==> src/rtl/spi_slave_pkg.sv <==
// Shared definitions for the SPI slave shifters: beat counter type, command
// target and the word-length saturation helper.
package spi_slave_pkg;

  localparam int SPI_CNT_W = 8;

  typedef logic [SPI_CNT_W-1:0] spi_cnt_t;

  localparam spi_cnt_t SPI_CMD_TRGT = 8'h07;

  // Clamp a requested target (beats minus one) to what the word can hold.
  function automatic spi_cnt_t spi_sat_trgt(input spi_cnt_t req, input int cap);
    spi_sat_trgt = (int'(req) > cap) ? spi_cnt_t'(cap) : req;
  endfunction

endpackage

==> src/rtl/spi_slave_rx.sv <==
// SPI slave receive shifter: assembles MSB-first words of programmable length on sclk.
// Define SPI_RX_QUAD_EN to add the sdi1..sdi3 / en_quad_in ports and nibble-wide beats.
module spi_slave_rx
  import spi_slave_pkg::*;
#(
  parameter int DATA_WIDTH = 32
) (
  input  logic                  sclk,
  input  logic                  cs,
  input  logic                  sdi0,
`ifdef SPI_RX_QUAD_EN
  input  logic                  sdi1,
  input  logic                  sdi2,
  input  logic                  sdi3,
  input  logic                  en_quad_in,
`endif
  input  logic [SPI_CNT_W-1:0]  counter_in,
  input  logic                  counter_in_upd,
  output logic [DATA_WIDTH-1:0] data,
  output logic                  data_ready
);

  localparam int CAP_SINGLE = DATA_WIDTH - 1;

  spi_cnt_t              counter_q, counter_d;
  spi_cnt_t              counter_trgt_q, counter_trgt_d;
  logic [DATA_WIDTH-1:0] data_int_q, data_int_d;
  logic                  data_ready_q, data_ready_d;
  logic [DATA_WIDTH-1:0] beat;
  logic [DATA_WIDTH-1:0] shifted;
  spi_cnt_t              trgt_new;

`ifdef SPI_RX_QUAD_EN
  localparam int CAP_QUAD = DATA_WIDTH / 4 - 1;

  logic quad_q, quad_d;

  always_comb begin
    beat = '0;
    if (quad_q) begin
      beat[3:0] = {sdi3, sdi2, sdi1, sdi0};
      shifted   = {data_int_q[DATA_WIDTH-5:0], 4'b0000};
    end else begin
      beat[0]   = sdi0;
      shifted   = {data_int_q[DATA_WIDTH-2:0], 1'b0};
    end
    trgt_new = spi_sat_trgt(counter_in, en_quad_in ? CAP_QUAD : CAP_SINGLE);
    quad_d   = counter_in_upd ? en_quad_in : quad_q;
  end
`else
  always_comb begin
    beat     = '0;
    beat[0]  = sdi0;
    shifted  = {data_int_q[DATA_WIDTH-2:0], 1'b0};
    trgt_new = spi_sat_trgt(counter_in, CAP_SINGLE);
  end
`endif

  always_comb begin
    counter_d      = counter_q;
    counter_trgt_d = counter_trgt_q;
    data_ready_d   = 1'b0;
    // The first beat of a word starts fresh so the previous word never leaks in.
    data_int_d     = (counter_q == '0) ? beat : (shifted | beat);
    if (counter_q == counter_trgt_q) begin
      counter_d    = '0;
      data_ready_d = 1'b1;
    end else begin
      counter_d    = counter_q + spi_cnt_t'(1);
    end
    if (counter_in_upd) begin
      counter_trgt_d = trgt_new;
    end
  end

  always_ff @(posedge sclk) begin
    if (cs) begin
      counter_q      <= '0;
      counter_trgt_q <= SPI_CMD_TRGT;
      data_int_q     <= '0;
      data_ready_q   <= 1'b0;
`ifdef SPI_RX_QUAD_EN
      quad_q         <= 1'b0;
`endif
    end else begin
      counter_q      <= counter_d;
      counter_trgt_q <= counter_trgt_d;
      data_int_q     <= data_int_d;
      data_ready_q   <= data_ready_d;
`ifdef SPI_RX_QUAD_EN
      quad_q         <= quad_d;
`endif
    end
  end

  assign data       = data_int_q;
  assign data_ready = data_ready_q;

endmodule
==> config.mk <==
export PLATFORM = sky130hd
export DESIGN_NAME = spi_slave_rx
export DESIGN_NICKNAME = d
export VERILOG_FILES = /design/src/rtl/spi_slave_pkg.sv /design/src/rtl/spi_slave_rx.sv
export SDC_FILE = /design/constraint.sdc
export NUM_CORES = 1
export LEC_CHECK = 0
export BUFFER_PORTS_ARGS = -buffer_cell sky130_fd_sc_hd__buf_2
export CAP_MARGIN = 40
export CORE_MARGIN = 2
export CORE_UTILIZATION = 54
export DETAILED_ROUTE_END_ITERATION = 8
export PLACE_DENSITY = 0.88
export SETUP_SLACK_MARGIN = 0.2
export SYNTH_ARGS = -nofsm -noshare
export SYNTH_HDL_FRONTEND = slang
export SYNTH_SLANG_ARGS = --single-unit
==> constraint.sdc <==
create_clock -name sclk -period 2.3 [get_ports sclk]
set_input_delay 0.115 -clock sclk [delete_from_list [all_inputs] [get_ports sclk]]
set_output_delay 0.115 -clock sclk [all_outputs]
set_load 0.02 [all_outputs]
==> flow_summary.json <==
{
  "htree_levels": 2,
  "setup.worst_path.class": "reg2reg",
  "ys_top_cells_by_area": "dfxtp_1 60%, and2_1 13%, xor2_1 4.3%, a211oi_1 2.3%, xor2_2 2.0%",
  "period_share_pct": 73.46,
  "grt_overflow_total": 0,
  "gp_congestion": 0.8382,
  "p_per_area_nw_per_um2": 723.6,
  "required_ns": 2.51,
  "vias_per_cell": 5.061,
  "synth_ff_type": "dfxtp_1",
  "grt_start_max_net_pins": 32,
  "drc": 0,
  "wl_per_cell_um": 12.37,
  "startpoint_type": "flop",
  "routed_wl_um": 2844,
  "finish.instance_area_um2": 1992,
  "clk_pin_slew_ns": 0.13,
  "cap_viol_max_count": 0,
  "die_x_um": 59.20,
  "cp_max_fo": 9,
  "synth.yosys.seq_area_share_pct": 59.62,
  "cts_buffers": 5,
  "core_area_um2": 2978,
  "hold_viol": 0,
  "status": "complete, no violations",
  "cp-end-kind": "flop",
  "antenna_cells": 0,
  "fin_tns_setup_ns": 0,
  "rsz0062_at_grt": "false",
  "syn_to_final_growth_pct": 21.06,
  "synth_area_leader_cell": "dfxtp_1",
  "final_antenna_net_count": 0,
  "synth.distinct_cells": 27,
  "vias": 1164,
  "slew_headroom_pct": 46.13,
  "power_w": 0.001441,
  "yosysMostFrequentCell": "dfxtp_1",
  "worst_slew_pin_slew_ns": 0.8014,
  "fp.dieH_um": 59.20,
  "fin_crit_ns": 1.690,
  "drt-initial-drc-count": 24,
  "synth_top_area_share_pct": 59.62,
  "async_reset_ff_share_pct": 0,
  "utilization_pct": 66.89,
  "grt_pass1_vias": 1067,
  "clock_sinks": 49,
  "vdd.ir_drop.worst_uv": 476.9,
  "max_freq_mhz": 591.9,
  "grt_pass1_wl_um": 4547,
  "cts_tree": "done",
  "synthCells": 147,
  "holdCritPathClass": "in2reg",
  "worstSkewPairLatency_ns": 0.36,
  "placed_cell_area_um2": 1872,
  "ys_top_cells_by_count": "49 x dfxtp_1, 34 x and2_1, 8 x xor2_1",
  "setup_viol": 0,
  "die_area_um2": 3505,
  "grt_antenna_before_repair": 0,
  "arrival_ns": 1.90,
  "postCtsResizedCells": 0,
  "avgSynthCellArea_um2": 11.19,
  "instances_no_fill": 230,
  "synth_warnings": 0,
  "nNetsFinal": 210,
  "leakage_nw": 0.9209,
  "ios": 45,
  "grt_use_total_pct": 17.72,
  "hpwlAfterDp_um": 2069,
  "ys_seq_elements": 49,
  "syn_area_um2": 1645,
  "rows": 20,
  "cts-root-buf": "clkbuf_4",
  "start_util_pct": 55.25,
  "slew_violations": 0,
  "numPortBuffers": 44,
  "dpl.cell_count": 218,
  "drive_above_1_share_pct": 28.43,
  "synth_nets": 161,
  "clock_path_buffers": 2,
  "fin_skew_ns": 0.01543,
  "synth_edf_count": 0,
  "drtPass1Iterations": 4
}
final timing paths:
path,start,slack (ns),endpoint,cells after the start
setup / recovery,counter_q[4],0.61,counter_q[6],3
hold / removal,counter_in[4],0.04,counter_trgt_q[4],3
setup reg to reg,counter_q[4],0.61,counter_q[6],3
hold reg to reg,data[13],0.47,data[14],1
worst max-delay path: stages, from the launching register on:
cell	delay [ns]
dfxtp_1	0.50
xor2_2	0.11
nor4_2	0.72
a221oi_1	0.21
registers in the layout (all words and copies together) (netlist names):
name,count
counter_q,8
counter_trgt_q,8
data,32
data_ready,1
final cells by class:
type | instances | area [µm²]
Fill cell | 238 | 985.9
Clock buffer | 6 | 41.29
Clock inverter | 2 | 38.79
Tap cell | 33 | 41.29
Multi-Input combinational cell | 88 | 610.6
Inverter | 3 | 11.26
Sequential cell | 49 | 980.9
Timing Repair Buffer | 49 | 267.8
per-stage QoR:
stage / hold WS (ns) / setup WS [ns]
after global routing: 0.03223 / 0.5067
after detailed placement: 0.3500 / 0.6615
after global placement: 0.3420 / 0.8124
after floorplan: 0.1866 / 0.9101
final: 0.04360 / 0.6104
after CTS: 0.002007 / 0.6467
cells in the final DEF (no fill, tap or decap), types with 2 or more instances in the layout:
cell type | synthesis | final
a211oi_1 | 5 | 5
a221oi_1 | 3 | 3
and2_1 | 34 | 34
buf_2 | 1 | 44
clkbuf_4 | 0 | 5
dfxtp_1 | 49 | 49
dlygate4sd3_1 | 0 | 4
ha_1 | 2 | 2
inv_1 | 3 | 3
nand2_1 | 2 | 2
nand2b_1 | 3 | 3
nand3_1 | 3 | 3
nor2_1 | 5 | 5
nor3_1 | 3 | 3
nor4_2 | 2 | 2
o21ai_0 | 3 | 3
o22ai_1 | 3 | 3
or3_1 | 3 | 3
xor2_1 | 8 | 8
xor2_2 | 2 | 2
timing repair:
item	CTS	global route
hold buffers	3	1
buffers inserted	0	0
endpoints found under the hold margin	3	1
routing by layer:
layer	GRT usage (%)	share of wire, %	up-vias	routed length (µm)
met3	7.205	4.9	4	139
met5	0	0	-	0
li1	-	-	587	-
met1	20.89	43	531	1210
met2	28.26	51	42	1461
met4	7.792	1.1	0	31
logic make-up after synthesis:
logic type	Yosys count	synth area share, %
AND/OR/NAND/NOR	60	22.59
flip-flops	49	59.62
AO/OA/AOI/OAI	15	6.236
XOR/XNOR	11	6.768
buffers and inverters	10	3.269
adder cells (fa/ha/maj)	2	1.521
report_power, final:
group          switching (W)   total, W  internal, W
clock network       0.000261   0.000493     0.000232
registers          0.0000117   0.000871     0.000859
logic              0.0000436  0.0000775    0.0000339
(Power assumes the default switching activity.)
